`src/rtl/seq_pattern_gen_if.sv`:
```
// Bus bundle between a serial pattern transmitter and whatever drives its start/pattern/length.
// master = requesting side, slave = the transmitter.
interface seq_pattern_gen_if #(
    parameter int WIDTH = 8,
    parameter int LEN_W = 4
);
    logic             start;
    logic [WIDTH-1:0] pattern;
    logic [LEN_W-1:0] length;
    logic             out;
    logic             out_valid;
    logic             busy;
    logic             done;

    modport master (
        output start, pattern, length,
        input  out, out_valid, busy, done
    );

    modport slave (
        input  start, pattern, length,
        output out, out_valid, busy, done
    );
endinterface

```
`src/rtl/seq_pattern_gen.sv`:
```
// Serial bit-pattern transmitter: loads pattern/length on start, shifts MSB-first, then pulses done.
// Optional even-parity trailer bit when SEQ_PATTERN_GEN_PARITY_EN is defined.
module seq_pattern_gen #(
    parameter int   WIDTH      = 8,
    parameter int   LEN_W      = 4,
    parameter logic IDLE_LEVEL = 1'b0
) (
    input logic            clock,
    input logic            reset,
    seq_pattern_gen_if.slave bus
);

`ifdef SEQ_PATTERN_GEN_PARITY_EN
    typedef enum logic [1:0] {IDLE, SEND, PAR, FIN} state_t;
`else
    typedef enum logic [1:0] {IDLE, SEND, FIN} state_t;
`endif

    state_t           state;
    logic [LEN_W-1:0] cnt;
    logic [WIDTH-1:0] shreg;
    logic             out_r;
    logic             out_valid_r;
    logic             busy_r;
    logic             done_r;
`ifdef SEQ_PATTERN_GEN_PARITY_EN
    logic             parity_r;
`endif

    logic [LEN_W-1:0] len_c;
    logic [WIDTH-1:0] aligned;

    // Clamp the length and left-align the live bits so the MSB is always the next bit out.
    always_comb begin
        len_c   = (bus.length > LEN_W'(WIDTH)) ? LEN_W'(WIDTH) : bus.length;
        aligned = bus.pattern << (WIDTH - int'(len_c));
    end

    always_ff @(posedge clock) begin
        if (reset) begin
            state       <= IDLE;
            cnt         <= '0;
            shreg       <= '0;
            out_r       <= IDLE_LEVEL;
            out_valid_r <= 1'b0;
            busy_r      <= 1'b0;
            done_r      <= 1'b0;
`ifdef SEQ_PATTERN_GEN_PARITY_EN
            parity_r    <= 1'b0;
`endif
        end else begin
            case (state)
                IDLE, FIN: begin
                    state       <= IDLE;
                    out_r       <= IDLE_LEVEL;
                    out_valid_r <= 1'b0;
                    busy_r      <= 1'b0;
                    done_r      <= 1'b0;
                    if (bus.start) begin
                        shreg <= aligned << 1;
`ifdef SEQ_PATTERN_GEN_PARITY_EN
                        parity_r <= ^aligned;
`endif
                        if (len_c != '0) begin
                            state       <= SEND;
                            cnt         <= len_c - LEN_W'(1);
                            out_r       <= aligned[WIDTH-1];
                            out_valid_r <= 1'b1;
                            busy_r      <= 1'b1;
                        end else begin
`ifdef SEQ_PATTERN_GEN_PARITY_EN
                            state       <= PAR;
                            out_r       <= 1'b0;
                            out_valid_r <= 1'b1;
                            busy_r      <= 1'b1;
`else
                            state       <= FIN;
                            done_r      <= 1'b1;
`endif
                        end
                    end
                end
                SEND: begin
                    if (cnt == '0) begin
`ifdef SEQ_PATTERN_GEN_PARITY_EN
                        state <= PAR;
                        out_r <= parity_r;
`else
                        state       <= FIN;
                        done_r      <= 1'b1;
                        busy_r      <= 1'b0;
                        out_valid_r <= 1'b0;
                        out_r       <= IDLE_LEVEL;
`endif
                    end else begin
                        out_r <= shreg[WIDTH-1];
                        shreg <= shreg << 1;
                        cnt   <= cnt - LEN_W'(1);
                    end
                end
`ifdef SEQ_PATTERN_GEN_PARITY_EN
                PAR: begin
                    state       <= FIN;
                    done_r      <= 1'b1;
                    busy_r      <= 1'b0;
                    out_valid_r <= 1'b0;
                    out_r       <= IDLE_LEVEL;
                end
`endif
                default: state <= IDLE;
            endcase
        end
    end

    assign bus.out       = out_r;
    assign bus.out_valid = out_valid_r;
    assign bus.busy      = busy_r;
    assign bus.done      = done_r;

endmodule
```
`src/flat_wrapper.sv`:
```
// flat-port wrapper written by rule: the top's interface ports become plain ports
module seq_pattern_gen_flat 
#(
    parameter int   WIDTH      = 8,
    parameter int   LEN_W      = 4,
    parameter logic IDLE_LEVEL = 1'b0
)
  (clock, reset, bus_start, bus_pattern, bus_length, bus_out, bus_out_valid, bus_busy, bus_done);
  seq_pattern_gen_if #(.WIDTH(WIDTH), .LEN_W(LEN_W)) bus_i ();
  input logic clock;
  input logic reset;
  input wire logic [$bits(bus_i.start)-1:0] bus_start;
  input wire logic [$bits(bus_i.pattern)-1:0] bus_pattern;
  input wire logic [$bits(bus_i.length)-1:0] bus_length;
  output wire logic [$bits(bus_i.out)-1:0] bus_out;
  output wire logic [$bits(bus_i.out_valid)-1:0] bus_out_valid;
  output wire logic [$bits(bus_i.busy)-1:0] bus_busy;
  output wire logic [$bits(bus_i.done)-1:0] bus_done;
  assign bus_i.start = bus_start;
  assign bus_i.pattern = bus_pattern;
  assign bus_i.length = bus_length;
  assign bus_out = bus_i.out;
  assign bus_out_valid = bus_i.out_valid;
  assign bus_busy = bus_i.busy;
  assign bus_done = bus_i.done;
  seq_pattern_gen #(.WIDTH(WIDTH), .LEN_W(LEN_W), .IDLE_LEVEL(IDLE_LEVEL)) u_core (.clock(clock), .reset(reset), .bus(bus_i));
endmodule
```
`config.mk`:
```
export PLATFORM = sky130hd
export DESIGN_NAME = seq_pattern_gen_flat
export DESIGN_NICKNAME = d
export VERILOG_FILES = /design/src/rtl/seq_pattern_gen_if.sv /design/src/rtl/seq_pattern_gen.sv /design/src/flat_wrapper.sv
export SDC_FILE = /design/constraint.sdc
export NUM_CORES = 1
export LEC_CHECK = 0
export CORE_MARGIN = 3
export CORE_UTILIZATION = 25
export CTS_CLUSTER_SIZE = 24
export DETAILED_ROUTE_END_ITERATION = 16
export PLACE_DENSITY_LB_ADDON = 0.2
export SLEW_MARGIN = 20
export SYNTH_ARGS = -nofsm -noshare
export SYNTH_HDL_FRONTEND = slang
export SYNTH_SLANG_ARGS = --single-unit
```
`constraint.sdc`:
```
create_clock -name clock -period 3.4 [get_ports clock]
set_clock_uncertainty 0.2 [all_clocks]
set_input_delay 0.51 -clock clock [delete_from_list [all_inputs] [get_ports clock]]
set_output_delay 0.51 -clock clock [all_outputs]
set_load 0.01 [all_outputs]
```
==> flow_summary.toml, run 1 <==
[timing]
worstMarginPinSlew_ps = 536.4
rsz0062_at_grt = "no"
hold_viol = 0
relSlewSlack_pct = 63.85
timing.setup.tns_ps = 0
fmax_ghz = 0.3769
setup_viol = 0
slew_violations = 0
fin_crit_sh_pct = 78.03
period_needed_ps = 2653

[synthesis]
yosysTopAreaCell = "dfxtp_1"
ys_seq_area_share_pct = 26.89
syn_area_um2 = 1191
syn-num-nets = 171
synth_edf_count = 0
postSynthAreaPerCell_um2 = 7.735
yosysWarnings = 0
synth_cells = 154
synth.top_cell.area_share_pct = 26.89
synth-main-ff-cell = "dfxtp_1"
synthArstFlopShare_pct = 0
synth_seq_cells = 16
ys_types = 43
synth.top_cells.by_area = "dfxtp_1 (27%), a21oi_1 (8.4%), mux2i_1 (7.6%), nor2_1 (5.0%), nand2_1 (3.8%)"

[power_and_ir_drop]
switchingPower_uw = 199.1
pwr-share-seq_pct = 39.4
vdd_drop_max_v = 0.0001750
power_switching_share_pct = 34.51
p_leak_uw = 0.0005489
intPower_uw = 377.8
clock_power_share_pct = 25.0
combinationalPowerShare_pct = 35.5
power_density_nw_per_um2 = 393.5
p_total_uw = 577.0

[die]
rows = 24
die_x_um = 75.03
start_util_pct = 26.62
die_area_um2 = 5629
ios = 19
die_h_um = 75.03
coreArea_um2 = 4474

[clock_tree]
cts.sink_count = 16
tritoncts = "yes"
clk_latency_ps = 250
postCtsSetupRepairBufs = 0
cts-root-buf = "clkbuf_8"
h-tree-depth = 1
clkTransAtPathRegs_ps = 70
ctsResizeCount = 0
hold_buffers = 0
clk_path_buf_depth = 2
cts_buffers = 3

[global_route]
grt_pass1_vias = 1153
grt_antenna_before_repair = 0
overflow = 0
grt_max_degree = 18
grt_usage_pct = 13.28
grt_pass1_wl_um = 5727

[critical_path]
startpoint = "bus_length[3]"
arrival_ps = 2590
cpPeakStageDelay_ps = 600
criticalPathCategory = "in -> reg"
path_buf_inv = 1
cp_slowest_cell = "ha_1"
crit_chain = "clkdlybuf4s50_1, nand2b_1, ha_1, mux2i_1, a21oi_1, a221oi_1, nor3_1"
worstSetupEndpointType = "flop"
r2r-start = "u_core.state[0]$_SDFFE_PP0P_"
setup.worst_path.start_class = "input port"
critical-path-top-delay-family = "adder cells"
required_ps = 3340
crit_path_max_fanout = 15

[finish]
antenna-diode-count = 0
layout_common_cells = "a21oi_1 (20), clkdlybuf4s50_1 (18), nor2_1 (16), dfxtp_1 (16), nand2_1 (12)"
syn2layout_area_growth_pct = 23.11
drive_gt1_share_pct = 11.11
stdcell_count = 223
layout_commonest_cell = "a21oi_1"
layout.nets = 190

[detailed_routing]
wl_met2_um = 1583
drc = 0
drt-total-wl_um = 3445
met3RoutedLength_um = 148
wl_met1_um = 1691
dr_total_vias = 1212
ant_nets = 0
routed.top_layer = "met4"
drt-initial-drc-count = 69
drtPass1Iterations = 4
avgRoutedWirePerCell_um = 15.45
vias_per_cell = 5.435

[job]
maxCapViolCount = 0

[placement]
dpl.hpwl_um = 2644
place.gp.congestion = 0.8185
portBuffers = 18
numPlacedInstances = 220

[min_path]
min_path_type = "reg -> reg"
min_from = "u_core.shreg[1]$_SDFFE_PP0P_"

[outcome]
status = "finished, final reports clean"
[cell usage after synthesis, drive strengths merged, types with 4 or more instances]
library cell,number
nand2,14
o21ai,7
a21oi,20
dfxtp,16
nor2,16
mux2i,9
nor2b,4
a211oi,5
buf,7
nand3,5
nor3,4
o22ai,5
[metrics by stage]
step / hold WS, ps / utilization (%) / setup WS [ps] / cell area (µm²)
after floorplan: 232.0 / - / 1017 / 1191
after global placement: 250.0 / 31.85 / 558.1 / 1425
after detailed placement: 261.1 / 31.85 / 498.4 / 1425
after CTS: 270.7 / 32.77 / 760.6 / 1466
after global routing: 283.5 / 32.77 / 536.6 / 1466
final: 268.3 / 32.77 / 747.0 / 1466
[cell type report]
type	instances	area, µm²
Tap cell	52	65.06
Fill cell	480	3008
Multi-Input combinational cell	126	807.0
Inverter	2	7.507
Clock buffer	3	41.29
Timing Repair Buffer	24	225.2
Sequential cell	16	320.3
[worst min-delay path: stages, from the launching register on]
cell and delay, ps:
dfxtp_1 320, nand2_1 50, a21oi_1 50
[kinds of logic (layout without fill, tap and decap cells)]
family                     Yosys count  after routing  synth area share, %
and+or+nand+nor                     57             57                24.68
adders and majority gates            2              2                2.101
DFF                                 16             16                26.89
buffers and inverters               12             29                5.356
xor gates and xnor gates             2              2                2.101
muxes                                9              9                7.563
AOI/OAI and AO/OA                   56             56                31.31
[state kept, by name (all words and copies together) (netlist names)]
| register | count |
|---|---|
| u_core.bus.out_valid | 1 |
| u_core.state | 2 |
| u_core.cnt | 4 |
| u_core.shreg | 7 |
| u_core.bus.done | 1 |
| u_core.bus.out | 1 |
[power by group through the flow]
stage / Combinational (µW) / Clock (µW) / Sequential (µW)
2_1_floorplan: 141 / 0 / 227
3_3_place_gp: 203 / 0 / 231
3_5_place_dp: 204 / 0 / 231
4_1_cts: 205 / 148 / 227
5_1_grt: 228 / 158 / 231
6_report: 205 / 144 / 228
[layer usage]
| layer | global-route usage [%] | up-vias |
|---|---|---|
| met4 | 2.964 | 0 |
| li1 | - | 619 |
| met1 | 17.74 | 574 |
| met2 | 21.37 | 15 |
| met3 | 3.605 | 4 |
| met5 | 0 | - |
[final timing paths]
path | to | slack (ps) | cells past startpoint
max | u_core.shreg[3]$_SDFFE_PP0P_ | 750 | 7
min | u_core.shreg[1]$_SDFFE_PP0P_ | 270 | 2
max reg2reg | u_core.cnt[2]$_SDFFE_PP0P_ | 1440 | 7
min reg2reg | u_core.shreg[1]$_SDFFE_PP0P_ | 270 | 2
Power figures use the tool's default switching activity.
==> inputs of run 2 (changes only) <==
Clock period 3.4 ns to 2.25 ns, I/O delays scaled along.
==> run 2 against run 1 <==
Against the previous run: global-route usage grew 0.25 points; die area is the same; register-to-register slack lost 1200 ps; via count grew 9.0%; sequential cell count is the same; worst hold slack lost 7.9 ps; largest cell class unchanged; routed wire length grew 3.0%; clock power grew 76%; core utilization grew 3.7 points.
==> flow_summary.toml, run 2 (synthesis results as in run 1) <==
[finish]
top_regs = "u_core.shreg x7, u_core.cnt x4, u_core.state x2"
final_area_um2 = 1633
stdcell_count = 242
fin_util_pct = 36.49
syn2layout_area_growth_pct = 37.08
regMostFlops = "u_core.shreg"
fillers = 473
antenna-diode-count = 0
layout_commonest_cell = "buf_4"
layout.nets = 208
layout_common_cells = "buf_4 (24), a21oi_1 (20), clkdlybuf4s50_1 (17)"
drive_gt1_share_pct = 22.11
largest_reg_flops = 7

[power_and_ir_drop]
p_leak_uw = 0.0006517
power_density_nw_per_um2 = 585.6
vdd_drop_max_v = 0.0002898

[die]
coreArea_um2 = 4474
rows = 24
die_x_um = 75.03
ios = 19
start_util_pct = 26.62
die_h_um = 75.03
die_area_um2 = 5629

[detailed_routing]
ant_nets = 0
vias_per_cell = 5.459
drtPass1Iterations = 4
drt-total-wl_um = 3549
dr_total_vias = 1321
drc = 0
drt-initial-drc-count = 62
avgRoutedWirePerCell_um = 14.67

[placement]
postPlaceCellArea_um2 = 1553
portBuffers = 18
dpl.hpwl_um = 2799
numPlacedInstances = 237
place.gp.congestion = 0.8119

[clock_tree]
hold_buffers = 0
clk_latency_ps = 250
clkTransAtPathRegs_ps = 60
tritoncts = "yes"
clk_path_buf_depth = 2
cts-root-buf = "clkbuf_8"
h-tree-depth = 1
cts_buffers = 3
cts.sink_count = 16

[critical_path]
worstSetupEndpointType = "flop"
startpoint = "bus_length[1]"
regToRegEndpoint = "u_core.cnt[2]$_SDFFE_PP0P_"
cpPeakStageDelay_ps = 540
ff2ff_path_depth = 7
cp_slowest_cell = "clkdlybuf4s50_1"
r2r_setup_slack_ps = 270
required_ps = 2180
arrival_ps = 2060
setup.worst_path.start_class = "input port"
cp-endpoint = "u_core.shreg[4]$_SDFFE_PP0P_"
r2r-start = "u_core.state[0]$_SDFFE_PP0P_"
criticalPathCategory = "in -> reg"
crit_chain = "clkdlybuf4s50_1, nand2b_4, ha_2, inv_1, o21ai_0, nand2_1, a32oi_1, a211oi_1"
crit_path_max_fanout = 8

[global_route]
grt_antenna_before_repair = 0
grt_usage_pct = 13.53
grt_pass1_vias = 1250
grt_pass1_wl_um = 5899
overflow = 0
grt_max_degree = 18

[timing]
worstMarginPinSlew_ps = 400.8
rsz0062_at_grt = "no"
relSlewSlack_pct = 73.00
setup_viol = 0
hold_viol = 0
period_needed_ps = 2126
fmax_ghz = 0.4703
fin_crit_sh_pct = 94.50
timing.setup.tns_ps = 0
slew_violations = 0

[outcome]
status = "finished, final reports clean"

[min_path]
min_from = "u_core.shreg[1]$_SDFFE_PP0P_"
min_path_type = "reg -> reg"

[job]
maxCapViolCount = 0
-- run 2: cell type report --
class	instances	area (µm²)	area share [%]
timing repair buffer	42	359.1	21.99
multi-input combinational	126	825.8	50.57
tap	52	65.06	3.985
clock buffer	4	55.05	3.372
inverter	2	7.507	0.4598
sequential	16	320.3	19.62
-- run 2: where the power goes --
part           switching (µW)  internal, µW
clock network            98.3           155
logic                     184           174
registers                29.9           315
-- run 2: how the worst min path moves through the flow --
stage | slack (ps) | endpoint | depth (start not counted)
finish | 260 | u_core.shreg[1]$_SDFFE_PP0P_ | 2
global route | 310 | u_core.shreg[1]$_SDFFE_PP0P_ | 2
CTS | 270 | u_core.shreg[1]$_SDFFE_PP0P_ | 2
detailed placement | 260 | u_core.shreg[1]$_SDFFE_PP0P_ | 2
global placement | 250 | u_core.shreg[1]$_SDFFE_PP0P_ | 2
floorplan | 230 | u_core.shreg[1]$_SDFFE_PP0P_ | 2
-- run 2: stage by stage --
step | hold WS, ps | setup slack (ps) | total power (µW)
2_1_floorplan | 232.0 | 39.53 | 556.3
3_3_place_gp | 249.5 | -246.0 | 693.1
3_5_place_dp | 257.6 | -315.2 | 698.1
4_1_cts | 267.4 | 87.03 | 958.7
5_1_grt | 307.9 | 23.68 | 1018
6_report | 260.4 | 123.8 | 956.2
-- run 2: routing by layer --
metal  global-route usage (%)  vias to the layer above  share of wire (%)
met5                        0                        -                  0
met4                    3.953                        0                1.5
met3                    3.204                        6                4.0
met2                    21.37                       29                 48
met1                    18.32                      631                 47
li1                         -                      655                  -
-- run 2: timing repair --
action / CTS / global route
endpoints found under the setup margin: 1 / 3
resized for setup: 3 / 2
buffers inserted: 1 / 0
pin swaps: 0 / 1
-- run 2: worst max-delay path, delay by kind of cell --
family | cells | cell delay [ps]
fa+ha+maj | 1 | 420
compound gates | 3 | 490
buf+inv | 2 | 650
simple gates | 2 | 160
==> inputs of run 3 (changes only) <==
Settings changed: CTS_BUF_LIST from default to sky130_fd_sc_hd__clkbuf_2.
==> run 3 against run 2 <==
Against the previous run: sequential power is essentially flat; routed wire length is the same; via count decreased by 1.7%; die area did not move; final cell count shrank 0.41%; first-iteration DRC count up 8.1%; critical path depth fell by 2; sequential share of layout area increased by 0.57 points; critical endpoint unchanged.
==> flow_summary.toml, run 3 (synthesis results as in run 1) <==
[outcome]
status = "finished, final reports clean"

[power_and_ir_drop]
p_total_uw = 828.4
p_leak_uw = 0.0006370
power_switching_share_pct = 36.64
intPower_uw = 524.9
power_density_nw_per_um2 = 522.2
pwr-share-seq_pct = 41.5
combinationalPowerShare_pct = 42.9
switchingPower_uw = 303.5
vdd_drop_max_v = 0.0002413
clock_power_share_pct = 15.6

[die]
die_area_um2 = 5629
rows = 24
die_x_um = 75.03
coreArea_um2 = 4474
die_h_um = 75.03
ios = 19
start_util_pct = 26.62

[critical_path]
critical-path-top-delay-family = "compound AO/OA/AOI/OAI gates"
crit_path_max_fanout = 8
worstSetupEndpointType = "flop"
r2r-start = "u_core.state[0]$_SDFFE_PP0P_"
arrival_ps = 2120
required_ps = 2270
worst-path-stages = 6
startpoint = "bus_length[1]"
regToRegEndpoint = "u_core.cnt[2]$_SDFFE_PP0P_"
cp_slowest_cell = "clkdlybuf4s50_1"
path_buf_inv = 1
setup.worst_path.start_class = "input port"
ff2ff_path_depth = 7
crit_chain = "clkdlybuf4s50_1, nand2b_4, ha_2, o21ai_0, a32oi_1, a211oi_1"
r2r_setup_slack_ps = 260
cpPeakStageDelay_ps = 540
cp-endpoint = "u_core.shreg[4]$_SDFFE_PP0P_"
criticalPathCategory = "in -> reg"

[global_route]
overflow = 0
grt_usage_pct = 13.45
grt_pass1_vias = 1232
grt_max_degree = 18
grt_pass1_wl_um = 5865
grt_antenna_before_repair = 0

[timing]
timing.setup.tns_ps = 0
fin_crit_sh_pct = 93.20
fmax_ghz = 0.4769
hold_viol = 0
rsz0062_at_grt = "no"
relSlewSlack_pct = 70.20
setup_viol = 0
fin_ws_ps = 153.0
period_needed_ps = 2097
worstMarginPinSlew_ps = 442.3
slew_violations = 0

[finish]
fin_util_pct = 35.46
top_regs = "u_core.shreg x7, u_core.cnt x4, u_core.state x2"
fillers = 471
syn2layout_area_growth_pct = 33.19
stdcell_count = 241
largest_reg_flops = 7
drive_gt1_share_pct = 20.63
seqCellArea_um2 = 320.3
antenna-diode-count = 0
layout_common_cells = "buf_4 (23), a21oi_1 (20), clkdlybuf4s50_1 (17)"
layout.nets = 207
layout_commonest_cell = "buf_4"
regMostFlops = "u_core.shreg"
multi_input_area_um2 = 819.5

[min_path]
min_path_type = "reg -> reg"

[clock_tree]
clkTransAtPathRegs_ps = 150
cts_buffers = 3
clk_path_buf_depth = 2
tritoncts = "yes"
cts-root-buf = "clkbuf_2"
cts.sink_count = 16
h-tree-depth = 1
clk_latency_ps = 290

[placement]
portBuffers = 18
place.gp.congestion = 0.8119
pre_cts_slack_ps = -315.2
dpl.hpwl_um = 2799
numPlacedInstances = 237

[detailed_routing]
vias_per_cell = 5.390
drt-initial-drc-count = 67
drt-total-wl_um = 3549
drtPass1Iterations = 4
dr_total_vias = 1299
ant_nets = 0
avgRoutedWirePerCell_um = 14.73
drc = 0

[job]
maxCapViolCount = 0
run 3: area by class of cell:
| type | instances | share of cell area, % |
|---|---|---|
| Clock inverter | 1 | 0.2366 |
| Sequential cell | 16 | 20.19 |
| Clock buffer | 3 | 0.9464 |
| Timing Repair Buffer | 41 | 22.40 |
| Inverter | 2 | 0.4732 |
| Multi-Input combinational cell | 126 | 51.66 |
| Tap cell | 52 | 4.101 |
run 3: worst reg2reg max path, cell delays in order, from the launching register on:
cell	delay, ps
dfxtp_1	480
nor2b_1	170
buf_4	170
nor2_1	60
a21oi_1	180
ha_1	240
nor3_1	80
a2111oi_2	330
run 3: metrics by stage:
step	area (µm²)	hold WS, ps
final	1587	277.4
after global placement	1553	249.5
after CTS	1574	278.8
after floorplan	1191	232.0
after detailed placement	1553	257.6
after global routing	1587	319.9
run 3: power by group through the flow:
stage / registers, µW / clock network [µW] / logic (µW)
2_1_floorplan: 344 / 0 / 213
3_3_place_gp: 348 / 0 / 345
3_5_place_dp: 350 / 0 / 348
4_1_cts: 343 / 136 / 351
5_1_grt: 349 / 153 / 391
6_report: 344 / 130 / 355
run 3: worst min path at each step:
stage	to	startpoint	slack [ps]	cells after the start
2_1_floorplan	u_core.shreg[1]$_SDFFE_PP0P_	u_core.shreg[1]$_SDFFE_PP0P_	230	2
3_5_place_dp	u_core.shreg[1]$_SDFFE_PP0P_	u_core.shreg[1]$_SDFFE_PP0P_	260	2
3_3_place_gp	u_core.shreg[1]$_SDFFE_PP0P_	u_core.shreg[1]$_SDFFE_PP0P_	250	2
5_1_grt	u_core.shreg[1]$_SDFFE_PP0P_	u_core.shreg[1]$_SDFFE_PP0P_	320	2
6_report	u_core.shreg[1]$_SDFFE_PP0P_	u_core.shreg[1]$_SDFFE_PP0P_	280	2
4_1_cts	u_core.shreg[1]$_SDFFE_PP0P_	u_core.shreg[1]$_SDFFE_PP0P_	280	2
run 3: repair_timing:
action                     CTS  global route
setup endpoints to repair    1             2
hold buffers                 0             0
pin swaps                    0             2
gates resized for setup      1             3
setup buffers                0             0
run 3: routing by layer:
metal | share of wire [%] | wire, µm | global-route usage [%]
met4 | 0.87 | 31 | 3.360
met1 | 48 | 1692 | 18.48
met5 | 0 | 0 | 0
met2 | 48 | 1693 | 20.99
met3 | 3.7 | 132 | 3.471
==> RTL change 1, RTL diff (flow settings as in run 2) <==
Make the reset (`reset`) asynchronous in one clocked block.
--- a/src/rtl/seq_pattern_gen.sv
+++ b/src/rtl/seq_pattern_gen.sv
@@ -37,5 +37,5 @@
     end
 
-    always_ff @(posedge clock) begin
+    always_ff @(posedge clock or posedge reset) begin
         if (reset) begin
             state       <= IDLE;
Formal check against the unedited RTL: differs if reset is asserted again (counterexample within 4 cycles, from zero or initial values and one cycle with reset high); with reset held inactive, the same outputs for 10 cycles.
==> RTL change 1 against run 2 <==
Utilization down 1.3 points. Wire length down 11%. Setup slack worse by 0.0058 ns. Sequential cell count did not move. Cell area grew 3.3%. Count of clock-buffer cells in the layout fell by 1. Area after synthesis rose by 4.8%. Critical path type unchanged. Largest cell class unchanged. Highest routed layer unchanged.
Power is not compared: it rests on default switching activity, and its combinational part moved more than twofold at a synthesized area within 25%.
==> RTL change 1: results (changes against run 2) <==
Avg WL per Cell: 13.4 microns (-8.7%)
Most frequent cells after synthesis: dfrtp_1 (16), nand2_1 (12), nor2_1 (12), o21ai_0 (11), a21oi_1 (10)
XOR/XNOR Fraction of Synth Area: 2.10% (+0.0034 points)
Worst-Margin Slew: 0.629 ns (+0.228 ns)
Dpl hpwl: 2.46 mm (-12%)
Layout cells sized above 1: 25.4% (+3.3 points)
Post-CTS Setup Inserts: 0 (-1)
Gr usage total: 11.3% (-2.2 points)
RR Startpoint: u_core.state[0]$_DFFE_PP0P_
FF-to-FF setup slack: 0.32 ns (+0.05 ns)
Dpl cell area: 1570 sq um (+1.3%)
Ys async rst share: 100% (+100 points)
Adder-cell share of the synthesized area: 2.00% (-0.097 points)
Status: complete, no violations
Hold slack final: 0.269 ns (+0.00831 ns)
HP Class: primary input to async pin
RePlAce Congestion: 0.805 (-0.83%)
Sequential share of the synthesized area: 32.1% (+5.2 points)
Synth Area in Compound Gates: 26.4% (-4.9 points)
Post-synth EDFFs: 0 (unchanged)
Placed Instances: 233 (-1.7%)
Iter 0 DRT Violations: 40 (-35%)
Layout Nets: 188 (-9.6%)
Multi-input gate area in the final layout: 843 sq um (+2.1%)
CTS resizes: 6 (+3)
Mux share of post-synthesis cell area: 9.12% (+1.6 points)
Top post-synthesis cells by area: dfrtp_1 (32%), mux2i_1 (6.4%), o21ai_0 (4.4%), a21oi_1 (4.0%), nand2_1 (3.6%)
CP Max Fanout: 5 (-3)
FF-to-FF End: u_core.cnt[2]$_DFFE_PP0P_
Pre-CTS WS: -0.426 ns (-0.110 ns)
Final WL: 3.16 mm (-11%)
Register-to-Register Path Depth: 8 (+1)
Post-synth top flop: dfrtp_1
-- RTL change 1: cell count changes after synthesis, sizes merged, moves of 5 or more --
cell | before | now
dfrtp | 0 | 16
a21oi | 20 | 12
o21ai | 7 | 15
dfxtp | 16 | 0
a211oi | 5 | 0
o22ai | 5 | 0
-- RTL change 1: worst max path at each step --
stage	from	to	slack [ns]	depth (start not counted)
2_1_floorplan	bus_length[3]	u_core.shreg[3]$_DFFE_PP0P_	0.005	11
3_3_place_gp	bus_length[3]	u_core.bus.out$_DFFE_PP0P_	-0.35	8
3_5_place_dp	bus_length[3]	u_core.bus.out$_DFFE_PP0P_	-0.43	8
4_1_cts	bus_length[3]	u_core.shreg[6]$_DFFE_PP0P_	0.03	8
5_1_grt	bus_length[1]	u_core.shreg[5]$_DFFE_PP0P_	0.06	8
6_report	bus_length[1]	u_core.shreg[3]$_DFFE_PP0P_	0.12	8
-- RTL change 1: worst max-delay path, delay by kind of cell --
family / cells / cell delay [ns]
compound gates: 3 / 0.61
buf+inv: 1 / 0.53
simple gates: 3 / 0.39
fa+ha+maj: 1 / 0.19
-- RTL change 1: metal layers --
metal	track usage, %	up-vias	share of wire, %
li1	-	579	-
met3	2.58	2	4.6
met5	0	-	0
met2	17.9	30	47
met1	14.7	504	48
met4	5.07	0	0.70
-- RTL change 1: power groups by stage --
stage / combinational [mW] / clock [mW] / sequential [mW]
after CTS: 0.983 / 0.225 / 0.554
after global placement: 0.952 / 0 / 0.552
after floorplan: 0.725 / 0 / 0.533
final: 0.995 / 0.216 / 0.557
after detailed placement: 0.972 / 0 / 0.557
after global routing: 1.11 / 0.236 / 0.580
-- RTL change 1: layout make-up --
cell class,instances,area share (%)
sequential,16,23.7
timing repair buffer,35,18.4
tap,67,4.97
multi-input combinational,113,50.0
clock buffer,3,2.45
inverter,2,0.445
==> RTL change 2, RTL diff (flow settings as in run 2) <==
Without the edit above. `WIDTH` is set to 8 in 3 places; all go to 12.
--- a/src/rtl/seq_pattern_gen_if.sv
+++ b/src/rtl/seq_pattern_gen_if.sv
@@ -2,5 +2,5 @@
 // master = requesting side, slave = the transmitter.
 interface seq_pattern_gen_if #(
-    parameter int WIDTH = 8,
+    parameter int WIDTH = 12,
     parameter int LEN_W = 4
 );
--- a/src/rtl/seq_pattern_gen.sv
+++ b/src/rtl/seq_pattern_gen.sv
@@ -2,5 +2,5 @@
 // Optional even-parity trailer bit when SEQ_PATTERN_GEN_PARITY_EN is defined.
 module seq_pattern_gen #(
-    parameter int   WIDTH      = 8,
+    parameter int   WIDTH      = 12,
     parameter int   LEN_W      = 4,
     parameter logic IDLE_LEVEL = 1'b0
--- a/src/flat_wrapper.sv
+++ b/src/flat_wrapper.sv
@@ -2,5 +2,5 @@
 module seq_pattern_gen_flat 
 #(
-    parameter int   WIDTH      = 8,
+    parameter int   WIDTH      = 12,
     parameter int   LEN_W      = 4,
     parameter logic IDLE_LEVEL = 1'b0
Interface: changed (resized bus_pattern); port bits go from 19 to 23. No check against the original RTL was run, so the function may have changed too.
==> RTL change 2 against run 2 <==
Cell area increased by 56%. Sequential cell count rose by 4. Synthesized cell count rose by 50%. First-iteration DRC count increased by 120%. Sequential power rose by 27%. Wire length is 69% higher. Die area rose by 43%. Setup slack improved by 0.021 ns. Power increased by 39%. Final cell count up 59%. Clock power shrank 4%. Area after synthesis is 47% higher. Critical endpoint is now u_core.bus.out$_SDFFE_PP0P_.
==> RTL change 2: results (changes against run 2) <==
Critical Path AT: 2.09 ns (+0.03 ns)
Starting Density: 26.7% (+0.088 points)
Multi-input gate area in the final layout: 1340 sq um (+62%)
Layout Nets: 314 (+51%)
Final Non-Filler Cells: 384 (+59%)
Post-CTS Setup Inserts: 5 (+4)
Via Count: 2027 (+53%)
Critical path origin: bus_length[2]
Met3 Use GR: 2.84% (-0.37 points)
Number of global-route vias before repair: 2088 (+67%)
Gr usage total: 15.1% (+1.6 points)
Mux share of post-synthesis cell area: 8.35% (+0.78 points)
First-pass GRT wire length: 10.3 mm (+74%)
Metal1 wirelength: 2.69 mm (+62%)
Biggest regs: u_core.shreg: 11 flops, u_core.cnt: 4 flops, u_core.state: 2 flops
Relative slew slack: 75.8% (+2.8 points)
Iter 0 DRT Violations: 138 (+120%)
WL met2: 2.97 mm (+75%)
Clk slew on worst S/H paths: 0.08 ns (+0.02 ns)
Top post-synthesis cells by area: dfxtp_1 (23%), a21oi_1 (6.3%), nor2_1 (5.6%), mux2i_1 (5.1%), nand2_1 (4.7%)
CP Max Fanout: 4 (-4)
Most frequent cells after synthesis: nor2_1 (26), a21oi_1 (22), nand2_1 (22), dfxtp_1 (20), nand3_1 (12)
Peak supply drop: 0.369 mV (+27%)
Mean Syn Cell Area: 7.59 sq um (-1.8%)
Adder-cell share of the synthesized area: 1.43% (-0.67 points)
RePlAce Congestion: 0.894 (+10%)
GR Util met1: 20.1% (+1.8 points)
Met2 Use GR: 25.3% (+3.9 points)
Placed Instances: 375 (+58%)
Layout cells sized above 1: 30.6% (+8.5 points)
Leak Pwr: 1.00 nW (+53%)
Sw frac: 37.2% (+4.5 points)
Combinational cell power: 0.651 mW (+82%)
Status: complete, no violations
Sequential share of the synthesized area: 22.8% (-4.1 points)
IO buf count: 22 (+4)
Syn_nets: 252 (+47%)
Worst stage delay on the critical path: 0.31 ns (-0.23 ns)
-- RTL change 2: per-stage QoR --
stage	cell area [sq um]	util, %
2_1_floorplan	1810	-
3_3_place_gp	2380	36.2
3_5_place_dp	2380	36.2
4_1_cts	2490	38.0
5_1_grt	2550	38.8
6_report	2550	38.8
-- RTL change 2: final timing paths --
kind	to	cells after the start	slack, ns
hold / removal	u_core.shreg[1]$_SDFFE_PP0P_	2	0.26
setup reg to reg	u_core.cnt[3]$_SDFFE_PP0P_	5	0.33
setup / recovery	u_core.bus.out$_SDFFE_PP0P_	9	0.14
hold reg to reg	u_core.shreg[1]$_SDFFE_PP0P_	2	0.26
-- RTL change 2: worst min-delay path: cells and delay by family, from the launching register on --
family,cells,cell delay [ns]
compound gates,1,0.05
flops,1,0.31
simple gates,1,0.05
-- RTL change 2: layout make-up --
class	count	area share (%)
Sequential cell	20	15.7
Inverter	3	0.541
Timing Repair Buffer	76	25.1
Clock buffer	3	1.62
Tap cell	93	4.57
Multi-Input combinational cell	189	52.4
